`src/rtl/pwm_duty_sequencer.sv`:
```
// rtl/pwm_duty_sequencer.sv - PWM period counter, duty compare and jump/ramp duty sequencer
module pwm_duty_sequencer #(
  parameter int CBITS        = 14,
  parameter int DBITS        = 4,
  parameter int STEP_PERIODS = 4
) (
  input  logic             clk,
  input  logic             rst_n,
  input  logic             req_valid,
  output logic             req_ready,
  input  logic [DBITS-1:0] req_duty,
  input  logic             req_fast,
  output logic [DBITS-1:0] duty_cur,
  output logic             busy,
  output logic             period_end,
  output logic             pulse
);
  localparam int SBITS = (STEP_PERIODS > 1) ? $clog2(STEP_PERIODS) : 1;
  localparam logic [SBITS-1:0] STEP_LAST = SBITS'(STEP_PERIODS - 1);

  typedef enum logic [1:0] {IDLE, RAMP, JUMP} state_t;

  state_t           state;
  logic [CBITS-1:0] cnt;
  logic [CBITS-1:0] threshold;
  logic [DBITS-1:0] target;
  logic [DBITS-1:0] duty_next;
  logic [SBITS-1:0] step_cnt;

  assign threshold  = {duty_cur, {(CBITS-DBITS){1'b0}}};
  assign period_end = &cnt;
  assign req_ready  = (state == IDLE);
  assign busy       = !req_ready;
  // Only used in RAMP, where target differs from duty_cur, so this never wraps.
  assign duty_next  = (target > duty_cur) ? duty_cur + DBITS'(1) : duty_cur - DBITS'(1);

  always_ff @(posedge clk or negedge rst_n) begin
    if (!rst_n) begin
      cnt   <= '0;
      pulse <= 1'b0;
    end else begin
      cnt   <= cnt + CBITS'(1);
      pulse <= (cnt < threshold);
    end
  end

  // Duty only changes on a period_end edge, so the compare never sees a mid-period threshold.
  always_ff @(posedge clk or negedge rst_n) begin
    if (!rst_n) begin
      state    <= IDLE;
      duty_cur <= '0;
      target   <= '0;
      step_cnt <= '0;
    end else begin
      case (state)
        IDLE: begin
          if (req_valid) begin
            target   <= req_duty;
            step_cnt <= '0;
            if (req_duty != duty_cur) begin
              state <= req_fast ? JUMP : RAMP;
            end
          end
        end
        JUMP: begin
          if (period_end) begin
            duty_cur <= target;
            state    <= IDLE;
          end
        end
        RAMP: begin
          if (period_end) begin
            if (step_cnt == STEP_LAST) begin
              step_cnt <= '0;
              duty_cur <= duty_next;
              if (duty_next == target) begin
                state <= IDLE;
              end
            end else begin
              step_cnt <= step_cnt + SBITS'(1);
            end
          end
        end
        default: state <= IDLE;
      endcase
    end
  end
endmodule
```
`config.mk`:
```
export PLATFORM = sky130hd
export DESIGN_NAME = pwm_duty_sequencer
export DESIGN_NICKNAME = d
export VERILOG_FILES = /design/src/rtl/pwm_duty_sequencer.sv
export SDC_FILE = /design/constraint.sdc
export NUM_CORES = 1
export LEC_CHECK = 0
export BUFFER_PORTS_ARGS = -buffer_cell sky130_fd_sc_hd__clkbuf_2
export CAP_MARGIN = 10
export CELL_PAD_IN_SITES_DETAIL_PLACEMENT = 0
export CELL_PAD_IN_SITES_GLOBAL_PLACEMENT = 1
export CORE_UTILIZATION = 46
export CTS_CLUSTER_DIAMETER = 100
export DETAILED_ROUTE_END_ITERATION = 8
export PLACE_DENSITY = 0.84
export SLEW_MARGIN = 25
export SYNTH_ARGS = -nofsm -noshare
export SYNTH_HDL_FRONTEND = slang
export SYNTH_SLANG_ARGS = --single-unit
```
`constraint.sdc`:
```
create_clock -name clk -period 8.62 [get_ports clk]
set_clock_uncertainty 0.05 [all_clocks]
set_input_delay 0.431 -clock clk [delete_from_list [all_inputs] [get_ports clk]]
set_output_delay 0.431 -clock clk [all_outputs]
set_load 0.01 [all_outputs]
```
==> run_results.csv <==
group,metric,value,unit
drt,drc_errors,0,
timing,rsz0062_at_grt,"no",
placement,routabilityCongestion,0.868,
yosys,synth_area,1560,um2
critical_path,path_common_cell,"ha_1",
pwr,p_leak,0.833,nW
floorplan,die_h,60.3,um
yosys,avgSynthCellArea,10.6,um2
yosys,ys_seq_elements,27,
run_status,status,"complete, no violations",
timing,finalCriticalPeriod,3170,ps
yosys,synth_cell_type_count,40,
final_layout,diodes,0,
global_route,grt_first_pass_wirelength,4810,um
cts,cts_tree,"done",
floorplan,dieArea,3640,um2
timing,relSlewSlack,54.5,%
final_layout,drive_gt1_share,17.8,%
timing,timing.final.crit_share,36.7,%
timing,fmaxAchievable,316,MHz
global_route,grt_max_degree,28,
floorplan,ioPinCount,16,
yosys,synth_area_leaders,"dfrtp_1 43%, ha_1 8.8%, xnor2_1 6.2%",
final_layout,utilization,54.6,%
placement,hpwl,2260,um
critical_path,crit_type,"reg2reg",
timing,report.final.slew_viol_count,0,
drt,dr_total_vias,1114,
yosys,synth_top_area_share,43.2,%
cts,clkLatencyLatePin,330,ps
cts,cts_buffer_depth,2,
placement,place_ws,5460,ps
critical_path,cp_cell_sequence,"inv_1, ha_1, and3b_1, a2111oi_2, or2_2, ha_1, a21o_1, a21oi_1, o21ai_0, nand4_1, or3b_1",
drt,wl_per_cell,13.6,um
pwr,power,372,uW
global_route,antenna_found_initial,0,
floorplan,fp-row-count,20,
cts,h-tree-depth,1,
yosys,synthCells,148,
timing,timing.final.ws_setup,5450,ps
drt,vias_per_cell,5.38,
cts,cts-root-buf,"clkbuf_4",
drt,wirelength,2810,um
drt,dr.pass1.iters,4,
global_route,grt_pass1_vias,1104,
pwr,power_density,218,nW/um2
floorplan,start_util,50.0,%
critical_path,cp_data_required_time,8800,ps
cts,hold_buffers,0,
critical_path,critPathLaunchType,"flop",
critical_path,cp_max_fo,4,
yosys,syn_nets,168,
timing,worstMarginPinSlew,683,ps
timing,finalSetupTns,0,ps
pwr,max-vdd-ir-drop,0.0801,mV
cts,cts-resized-gates,0,
critical_path,cpMaxStageDelayCell,"dfrtp_1",
drt,first_iter_violations,50,
yosys,yosysTopAreaCell,"dfrtp_1",
global_route,grt-ovfl-total,0,
timing,hold_viol_final,0,
placement,io_buffer_count,15,
critical_path,slowest_delay,450,ps
cts,post_cts_buffers,0,
global_route,grt_use_total,18.4,%
run,max_cap_violations,0,
yosys,synth_seq_area_share,43.2,%
yosys,yosysMostFrequentCell,"dfrtp_1",
final_layout,final_nets,184,
critical_path,endpoint_kind,"flop",
yosys,ys.flop_type,"dfrtp_1",
timing,whs,54.9,ps
floorplan,core_area,3130,um2
yosys,yosysWarnings,0,
cts,cts_sinks,27,
cts,numCtsBuffers,3,
yosys,synth_edf_count,0,
final_layout,area_growth,9.28,%
floorplan,die_w,60.3,um
timing,final-setup-viol-count,0,
yosys,async_reset_ff_share,100,%
critical_path,arrival,3350,ps
yosys,synth_common_cells,"27 x dfrtp_1, 11 x ha_1, 11 x nor2_1, 11 x xnor2_1, 9 x xor2_1",
hold_path,hold_class,"in2async",
drt,ant_nets,0,
cts,clk_pin_slew_worst_paths,150,ps
## registers in the layout, summed over array words and instances (netlist names)
name,cells
duty_cur,4
state,2
pulse,1
step_cnt,2
cnt,14
target,4
## kinds of logic after synthesis
group / after synthesis / synth area share, %
and+or+nand+nor: 43 / 15.0
DFF: 27 / 43.2
AOI/OAI and AO/OA: 25 / 12.0
xor gates and xnor gates: 21 / 12.6
buffers and inverters: 15 / 3.60
adders and majority gates: 12 / 10.1
muxes: 5 / 3.44
## cell type report
class,instances,area (um2)
Clock buffer,3,22.5
Multi-Input combinational cell,106,832
Sequential cell,27,676
Fill cell,283,1420
Timing Repair Buffer,15,75.1
Clock inverter,1,7.51
Tap cell,44,55.1
Inverter,11,41.3
## path summary, 6_finish.rpt
path                            slack, ps  depth (start not counted)                    start                 endpoint
worst max-delay path                 5450                         11  duty_cur[2]$_DFFE_PN0P_  duty_cur[3]$_DFFE_PN0P_
worst min-delay path                   50                          1                    rst_n  duty_cur[3]$_DFFE_PN0P_
worst max register to register       5450                         11  duty_cur[2]$_DFFE_PN0P_  duty_cur[3]$_DFFE_PN0P_
worst min register to register        440                          1         cnt[6]$_DFF_PN0_         cnt[6]$_DFF_PN0_
max in group asynchronous            8030                          1                    rst_n         cnt[4]$_DFF_PN0_
min in group clk                      270                          3              req_duty[0]    target[0]$_DFFE_PN0P_
## report_power, final
group          internal, mW  switching [mW]  total, mW
Combinational        0.0715          0.0833      0.155
Clock                0.0178          0.0394     0.0572
Sequential            0.140          0.0201      0.160
## worst max-delay path: cells and delay by family, from the launching register on
family | cells | cell delay [ps]
adders and majority gates | 2 | 570
AOI/OAI and AO/OA | 4 | 1010
DFF | 1 | 450
and+or+nand+nor | 4 | 880
buffers and inverters | 1 | 100
## through the flow
step                instances  cell area [um2]
floorplan                 148             1560
global placement          203             1680
detailed placement        203             1680
CTS                       207             1710
global route              207             1710
finish                    207             1710
## per-layer routing
layer	GRT usage (%)	share of wire, %	vias up
li1	-	-	552
met1	22.3	45	540
met2	31.6	50	14
met3	1.95	2.1	8
met4	10.6	3.0	0
met5	0	0	-
## placed cells by master (no fill, tap or decap), types with 2 or more instances in the layout
master and count:
mux2_1 3, a2111oi_2 2, xnor2_1 11, clkbuf_2 15, nand4_1 6, nand2_1 7
a21o_1 2, xor2_1 9, inv_2 3, ha_1 11, mux2i_1 2, a22o_1 4
dfrtp_1 27, clkbuf_4 3, inv_1 8, nand3_1 5, a21oi_1 6, o21ai_1 4
nand2b_1 2, nor2_1 11, o21ai_0 2
Power figures use the tool's default switching activity.
